`src/rtl/display_pkg.sv`:
```
// Shared encodings for the display monitor: segment codes, digit markers, anode phases.
// Also holds a helper to classify an anode pattern and one to turn a tens/ones pair into binary.
package display_pkg;

  localparam logic [6:0] SEG_0    = 7'h7E;
  localparam logic [6:0] SEG_1    = 7'h30;
  localparam logic [6:0] SEG_2    = 7'h6D;
  localparam logic [6:0] SEG_3    = 7'h79;
  localparam logic [6:0] SEG_4    = 7'h33;
  localparam logic [6:0] SEG_5    = 7'h5B;
  localparam logic [6:0] SEG_6    = 7'h5F;
  localparam logic [6:0] SEG_7    = 7'h70;
  localparam logic [6:0] SEG_8    = 7'h7F;
  localparam logic [6:0] SEG_9    = 7'h7B;
  localparam logic [6:0] SEG_DASH = 7'h01;

  localparam logic [3:0] DIG_DASH = 4'hF;
  localparam logic [3:0] DIG_BAD  = 4'hE;

  localparam logic [7:0] AN_PH0 = 8'h11;
  localparam logic [7:0] AN_PH1 = 8'h22;
  localparam logic [7:0] AN_PH2 = 8'h44;
  localparam logic [7:0] AN_PH3 = 8'h88;

  localparam int DP_BIT = 7;

  typedef struct packed {
    logic       legal;
    logic       blank;
    logic [1:0] phase;
  } an_class_t;

  function automatic an_class_t classify_an(input logic [7:0] an_val);
    an_class_t c;
    c = '{legal: 1'b1, blank: 1'b0, phase: 2'd0};
    case (an_val)
      AN_PH0:  c.phase = 2'd0;
      AN_PH1:  c.phase = 2'd1;
      AN_PH2:  c.phase = 2'd2;
      AN_PH3:  c.phase = 2'd3;
      8'h00: begin
        c.legal = 1'b0;
        c.blank = 1'b1;
      end
      default: c.legal = 1'b0;
    endcase
    return c;
  endfunction

  function automatic logic [7:0] pair_to_bin(input logic [3:0] tens, input logic [3:0] ones);
    return (8'(tens) * 8'd10) + 8'(ones);
  endfunction

endpackage

```
`src/rtl/seg_to_digit.sv`:
```
// Inverse seven-segment decoder: abcdefg code to a digit, dash marker or bad marker.
module seg_to_digit
  import display_pkg::*;
(
  input  logic [6:0] seg,
  output logic [3:0] digit
);

  always_comb begin
    case (seg)
      SEG_0:    digit = 4'd0;
      SEG_1:    digit = 4'd1;
      SEG_2:    digit = 4'd2;
      SEG_3:    digit = 4'd3;
      SEG_4:    digit = 4'd4;
      SEG_5:    digit = 4'd5;
      SEG_6:    digit = 4'd6;
      SEG_7:    digit = 4'd7;
      SEG_8:    digit = 4'd8;
      SEG_9:    digit = 4'd9;
      SEG_DASH: digit = DIG_DASH;
      default:  digit = DIG_BAD;
    endcase
  end

endmodule

```
`src/rtl/display_monitor.sv`:
```
// Samples the multiplexed anode/segment lines, rebuilds the eight shown digits and
// reports the decoded time plus scan-integrity errors and a stalled-scan flag.
module display_monitor
  import display_pkg::*;
#(
  parameter int SYNC_STAGES    = 2,
  parameter int STABLE_CYCLES  = 4,
  parameter int TIMEOUT_CYCLES = 500000
) (
  input  logic       clk,
  input  logic       rst_n,
  input  logic [7:0] an,
  input  logic [7:0] duan,
  input  logic [7:0] duan1,
  output logic       frame_valid,
  output logic       frame_err,
  output logic       order_err,
  output logic       an_err,
  output logic       stale,
  output logic [7:0] hours,
  output logic [7:0] minutes,
  output logic [7:0] seconds,
  output logic [7:0] centisec,
  output logic [7:0] dp_mask
);

  localparam int SW = 24;
  localparam int CW = $clog2(STABLE_CYCLES + 1);
  localparam int TW = $clog2(TIMEOUT_CYCLES + 1);
  localparam logic [CW-1:0] STAB_MAX = CW'(STABLE_CYCLES - 1);
  localparam logic [CW-1:0] STAB_ARM = CW'(STABLE_CYCLES - 2);
  localparam logic [TW-1:0] TMO_MAX  = TW'(TIMEOUT_CYCLES);

  logic [SYNC_STAGES-1:0][SW-1:0] sync_q, sync_d;
  logic [SW-1:0]  samp_q, samp_d;
  logic [CW-1:0]  stab_q, stab_d;
  logic [TW-1:0]  tmo_q, tmo_d;
  logic [3:0]     mask_q, mask_d;
  logic [1:0]     exp_q, exp_d;
  logic           done_q, done_d;
  logic [7:0][3:0] dig_q, dig_d;
  logic [7:0]     dpl_q, dpl_d;
  logic [7:0]     hours_q, hours_d, minutes_q, minutes_d;
  logic [7:0]     seconds_q, seconds_d, centisec_q, centisec_d;
  logic [7:0]     dp_mask_q, dp_mask_d;
  logic           fv_q, fv_d, fe_q, fe_d, oe_q, oe_d, ae_q, ae_d;

  logic [SW-1:0]  cur;
  logic           same, capture, all_ok;
  an_class_t      cls;
  logic [1:0][6:0] seg_in;
  logic [1:0][3:0] dec;

  assign cur       = sync_q[SYNC_STAGES-1];
  assign seg_in[0] = cur[14:8];
  assign seg_in[1] = cur[6:0];
  assign cls       = classify_an(cur[23:16]);

  generate
    for (genvar gi = 0; gi < 2; gi++) begin : g_dec
      seg_to_digit u_dec (
        .seg   (seg_in[gi]),
        .digit (dec[gi])
      );
    end
  endgenerate

  always_comb begin
    sync_d    = sync_q;
    sync_d[0] = {an, duan, duan1};
    for (int i = 1; i < SYNC_STAGES; i++) begin
      sync_d[i] = sync_q[i-1];
    end
  end

  // One capture per dwell: fire on the single cycle the counter steps onto its ceiling.
  always_comb begin
    samp_d  = cur;
    same    = (cur == samp_q);
    capture = same && (stab_q == STAB_ARM);
    if (!same) begin
      stab_d = '0;
    end else if (stab_q == STAB_MAX) begin
      stab_d = stab_q;
    end else begin
      stab_d = stab_q + CW'(1);
    end
  end

  always_comb begin
    mask_d     = done_q ? 4'b0000 : mask_q;
    exp_d      = exp_q;
    done_d     = 1'b0;
    dig_d      = dig_q;
    dpl_d      = dpl_q;
    hours_d    = hours_q;
    minutes_d  = minutes_q;
    seconds_d  = seconds_q;
    centisec_d = centisec_q;
    dp_mask_d  = dp_mask_q;
    fv_d       = 1'b0;
    fe_d       = 1'b0;
    oe_d       = 1'b0;
    ae_d       = 1'b0;
    all_ok     = 1'b1;
    tmo_d      = (tmo_q == TMO_MAX) ? tmo_q : tmo_q + TW'(1);

    if (capture) begin
      if (cls.legal) begin
        tmo_d                   = '0;
        dig_d[{1'b0, cls.phase}] = dec[0];
        dig_d[{1'b1, cls.phase}] = dec[1];
        dpl_d[{1'b0, cls.phase}] = cur[8 + DP_BIT];
        dpl_d[{1'b1, cls.phase}] = cur[DP_BIT];
        // An in-order phase 0 always opens a fresh frame, so 4'b1111 is only reachable by 0,1,2,3.
        if ((cls.phase == exp_q) && !mask_d[cls.phase]) begin
          mask_d = (cls.phase == 2'd0) ? 4'b0001 : (mask_d | (4'b0001 << cls.phase));
        end else begin
          oe_d   = 1'b1;
          mask_d = 4'b0001 << cls.phase;
        end
        exp_d = cls.phase + 2'd1;
        if (mask_d == 4'b1111) begin
          done_d = 1'b1;
          for (int i = 0; i < 8; i++) begin
            if (dig_d[i] > 4'd9) all_ok = 1'b0;
          end
          if (all_ok) begin
            fv_d       = 1'b1;
            hours_d    = pair_to_bin(dig_d[0], dig_d[1]);
            minutes_d  = pair_to_bin(dig_d[2], dig_d[3]);
            seconds_d  = pair_to_bin(dig_d[4], dig_d[5]);
            centisec_d = pair_to_bin(dig_d[6], dig_d[7]);
            dp_mask_d  = dpl_d;
          end else begin
            fe_d = 1'b1;
          end
        end
      end else if (!cls.blank) begin
        ae_d = 1'b1;
      end
    end
  end

  always_ff @(posedge clk or negedge rst_n) begin
    if (!rst_n) begin
      sync_q     <= '0;
      samp_q     <= '0;
      stab_q     <= '0;
      tmo_q      <= '0;
      mask_q     <= '0;
      exp_q      <= '0;
      done_q     <= 1'b0;
      dig_q      <= '0;
      dpl_q      <= '0;
      hours_q    <= '0;
      minutes_q  <= '0;
      seconds_q  <= '0;
      centisec_q <= '0;
      dp_mask_q  <= '0;
      fv_q       <= 1'b0;
      fe_q       <= 1'b0;
      oe_q       <= 1'b0;
      ae_q       <= 1'b0;
    end else begin
      sync_q     <= sync_d;
      samp_q     <= samp_d;
      stab_q     <= stab_d;
      tmo_q      <= tmo_d;
      mask_q     <= mask_d;
      exp_q      <= exp_d;
      done_q     <= done_d;
      dig_q      <= dig_d;
      dpl_q      <= dpl_d;
      hours_q    <= hours_d;
      minutes_q  <= minutes_d;
      seconds_q  <= seconds_d;
      centisec_q <= centisec_d;
      dp_mask_q  <= dp_mask_d;
      fv_q       <= fv_d;
      fe_q       <= fe_d;
      oe_q       <= oe_d;
      ae_q       <= ae_d;
    end
  end

  assign frame_valid = fv_q;
  assign frame_err   = fe_q;
  assign order_err   = oe_q;
  assign an_err      = ae_q;
  assign stale       = (tmo_q == TMO_MAX);
  assign hours       = hours_q;
  assign minutes     = minutes_q;
  assign seconds     = seconds_q;
  assign centisec    = centisec_q;
  assign dp_mask     = dp_mask_q;

endmodule

```
`config.mk`:
```
export PLATFORM = sky130hd
export DESIGN_NAME = display_monitor
export DESIGN_NICKNAME = d
export VERILOG_FILES = /design/src/rtl/display_pkg.sv /design/src/rtl/seg_to_digit.sv /design/src/rtl/display_monitor.sv
export SDC_FILE = /design/constraint.sdc
export NUM_CORES = 1
export LEC_CHECK = 0
export BUFFER_PORTS_ARGS = -buffer_cell sky130_fd_sc_hd__buf_4
export CAP_MARGIN = 20
export CORE_UTILIZATION = 55
export DETAILED_ROUTE_END_ITERATION = 12
export GPL_TIMING_DRIVEN = 0
export PLACE_DENSITY = 0.77
export SLEW_MARGIN = 30
export SYNTH_ARGS = -nofsm -noshare
export SYNTH_HDL_FRONTEND = slang
export SYNTH_HIERARCHICAL = 1
export SYNTH_SLANG_ARGS = --single-unit
```
`constraint.sdc`:
```
create_clock -name clk -period 3.85 [get_ports clk]
set_clock_uncertainty 0.2 [all_clocks]
set_input_delay 0 -clock clk [delete_from_list [all_inputs] [get_ports clk]]
set_output_delay 0 -clock clk [all_outputs]
set_load 0.01 [all_outputs]
```
==> key figures <==
Clock network
  – Clock root buffer: clkbuf_16
  – Clock Latency Late Sink: 0.43 ns
  – Deepest clock path buffer count: 2
  – Clock sink total: around 190
  – TritonCTS Buffers: 17
  – CTS tree: yes
  – # H-tree levels: 4
  – CTS clk-pin slew, worst paths: 0.07 ns

Yosys
  – Predominant post-synthesis flop cell: dfrtp_1
  – #FFs+latches synth: between 150 and 200
  – Synth Cell Area: 9190 um^2
  – Synth Instances: 780
  – Avg Cell Area, Syn: 11.8 um^2
  – Synth unique cells: 69
  – Seq/Total Area, Yosys: 0.504
  – EDFF count, synth: 0
  – Syn_nets: 848
  – Synth async-reset ratio: 1.00
  – Synth Warn #: 6

Worst setup path
  – Crit Path Class: flop to flop
  – CP arrival: between 4 and 5 ns
  – Largest fanout on the critical path: 6
  – CP Launch Type: flop
  – Critical Path End Type: flop
  – Worst Path Required: 3.97 ns

Layout
  – Commonest non-fill, non-tap cell in the layout: dfrtp_1
  – Syn-to-layout area delta: 27.7%
  – # diodes: 0
  – Fin area: 11700 um^2
  – Fill cells: 1059
  – Most frequent cells in the layout: dfrtp_1 (172), buf_4 (116), nand2_1 (77)
  – NumNets Final: 1017
  – Fraction of layout cells with a size suffix above 1: 0.334
  – Footprint of the multi-input gates: 4540 um^2
  – Reg area: around 4600 um^2

Timing
  – RSZ-0062 raised after global routing: true
  – Final Hold Viols: 0
  – Slew Viols, Final: 0
  – Tightest Pin Transition: 0.688 ns
  – Fmax: between 0.2 and 0.25 GHz
  – Hold slack: 0.0155 ns
  – Max-Slew Margin vs Limit: 0.537
  – Final setup fails: 40
  – Minimum clock period: around 4.2 ns
  – Final cycle utilization of the critical path: 1.10
  – Final worst slack: -0.381 ns

Global route
  – First-pass GRT wire length: 32.8 mm
  – Global-route met3 utilization: 0.0367
  – Gr usage total: 0.240
  – Gr busiest metal: met2
  – Vias in the first global route: 6546
  – Largest net degree at the start of global routing: 93
  – GR met1 Demand/Resource: 0.317
  – Grt total ovfl: 0
  – Initial antenna violation count: 0
  – Met2 Resource Use GR: 0.401

Drt
  – Remaining DRCs: 0
  – Detailed-route via count: 6523
  – Wire per inst: 17.4 um
  – WL final: between 20 and 25 mm
  – First DRT Iteration DRCs: 371
  – DRT Pass-1 Iters: 5
  – ANT nets after route: 0
  – DR vias/cell: roughly 5.5

Floorplan
  – Cell row count: 46
  – Die footprint: 17200 um^2
  – IO Count: 71
  – Initial Util: 0.570
  – Core area: around 16000 um^2
  – Die Y: about 130 um
  – Die X: 131 um

Outcome
  – Failing checks: negative setup slack
  – Outcome: finished with violations

Placed design
  – DP Wirelength: ~12 mm
  – Placer's final routability congestion estimate: approximately 0.85
  – Pre-CTS setup slack: -0.521 ns
  – Placed Area: 10100 um^2
  – Port Buf Inserts: 70

Power and ir drop
  – Reg power frac: 0.504
  – Power density cells: 341 nW/um^2
  – Combinational power share: 0.077
  – Power share of the clock group: 0.419
  – Sw Pwr: 0.000953 W
  – Net switching share of the total power: 0.238
  – Max IR drop VDD: 0.361 mV
  – Int Pwr: between 0.003 and 0.004 W
  – Leak: 5.66 nW
  – Power, Total: 0.00400 W

Min path
  – Worst min path class: input port to flop

Job
  – Maxcap violations: 0
==> what timing repair did <==
action,in CTS,in global routing
resized for setup,53,47
setup buffers,30,20
hold buffers,31,0
endpoints found under the hold margin,209,0
pin swaps,15,12
setup endpoints to repair,40,42
gates cloned,1,1
==> worst paths after layout <==
check / cells past startpoint / startpoint / slack, ns / end
max: 14 / cur[14]$_DFF_PN0_ / -0.38 / hours[5]$_DFFE_PN0P_
min: 2 / duan[2] / 0.02 / sync_d[34]$_DFF_PN0_
max reg2reg: 14 / cur[14]$_DFF_PN0_ / -0.38 / hours[5]$_DFFE_PN0P_
min reg2reg: 0 / sync_d[32]$_DFF_PN0_ / 0.15 / cur[8]$_DFF_PN0_
max in group asynchronous: 5 / rst_n / 2.23 / cur[6]$_DFF_PN0_
min in group asynchronous: 4 / rst_n / 0.46 / hours[3]$_DFFE_PN0P_
==> worst max-delay path, cell delays in order (launching register included) <==
cell and delay [ns]:
dfrtp_2 0.47, buf_6 0.15, nor3_4 0.17, a21oi_2 0.07, o32a_1 0.36, a221o_2 0.51, mux2i_4 0.22, a21oi_1 0.12
nor4_2 0.25, nand2_1 0.16, a2111o_1 0.37, or3b_4 0.44, buf_12 0.17, clkbuf_16 0.15, mux2_4 0.29
==> area by class of cell <==
cell class                 instances  share of cell area
buffer                            26              0.0221
clock buffer                      19              0.0377
clock inverter                    13              0.0103
inverter                          40              0.0130
multi-input combinational        526               0.387
sequential                       185               0.396
tap                              216              0.0230
timing repair buffer             153               0.112
==> flip-flops by register name (all words and copies together) (netlist names) <==
name         flops
cur             24
seconds          8
done_q           1
frame_valid      1
dp_mask          8
centisec         8
order_err        1
exp_q            2
samp_q          24
an_err           1
mask_q           4
dig_q           32
dpl_q            8
sync_d          24
frame_err        1
hours            8
tmo_q           19
minutes          8
stab_q           3
==> cell usage after synthesis (3+ instances only) <==
cell type | count | share of area
o211ai_1 | 3 | 0.0024
ha_1 | 35 | 0.048
o21ai_0 | 39 | 0.021
nor3_1 | 6 | 0.0033
buf_2 | 4 | 0.0022
and2_1 | 3 | 0.0020
buf_6 | 6 | 0.0073
mux2_4 | 39 | 0.064
nor2_1 | 44 | 0.018
mux2_2 | 31 | 0.038
nor3b_1 | 5 | 0.0041
nor4_1 | 8 | 0.0054
nand4_1 | 12 | 0.0082
fa_1 | 7 | 0.015
a31oi_1 | 3 | 0.0020
xnor2_1 | 45 | 0.043
xor2_1 | 25 | 0.024
nand2_1 | 77 | 0.031
and4bb_1 | 3 | 0.0041
nor4b_1 | 3 | 0.0029
and3_1 | 6 | 0.0041
nand3b_1 | 4 | 0.0033
clkbuf_1 | 13 | 0.0053
nand3_1 | 11 | 0.0060
o31ai_1 | 3 | 0.0024
a21o_1 | 8 | 0.0065
dfrtp_1 | 185 | 0.50
nor2b_1 | 6 | 0.0041
mux2i_1 | 29 | 0.032
buf_12 | 4 | 0.0087
a21oi_1 | 29 | 0.016
inv_1 | 40 | 0.016
==> metal layers <==
metal / routed length (um) / share of wire
met5: 0 / 0
met1: 8710 / 0.43
met4: 492 / 0.024
met3: 865 / 0.042
met2: 10400 / 0.51
==> cells by family after synthesis <==
| group | count (synthesis) | share of synthesized area |
|---|---|---|
| buffers and inverters | 69 | 0.0411 |
| AOI/OAI and AO/OA | 111 | 0.0781 |
| adders and majority gates | 43 | 0.0640 |
| DFF | 185 | 0.504 |
| muxes | 99 | 0.133 |
| xor gates and xnor gates | 70 | 0.0667 |
| and+or+nand+nor | 203 | 0.113 |
==> power groups by stage <==
stage	sequential [W]	combinational [W]	clock [W]
floorplan	0.00204	0.000131	0
global placement	0.00205	0.000211	0
detailed placement	0.00205	0.000226	0
CTS	0.00202	0.000283	0.00171
global route	0.00202	0.000336	0.00179
finish	0.00202	0.000307	0.00168
==> stage by stage <==
| stage | TNS [ns] | util | instances |
|---|---|---|---|
| 3_3_place_gp | -16.53 | 0.622 | 1066 |
| 4_1_cts | -8.61 | 0.710 | 1160 |
| 6_report | -14.37 | 0.729 | 1178 |
| 2_1_floorplan | -0.0306 | - | 780 |
| 3_5_place_dp | -20.10 | 0.626 | 1068 |
| 5_1_grt | -17.54 | 0.729 | 1178 |
No activity file was read; power rests on OpenSTA's default activity.
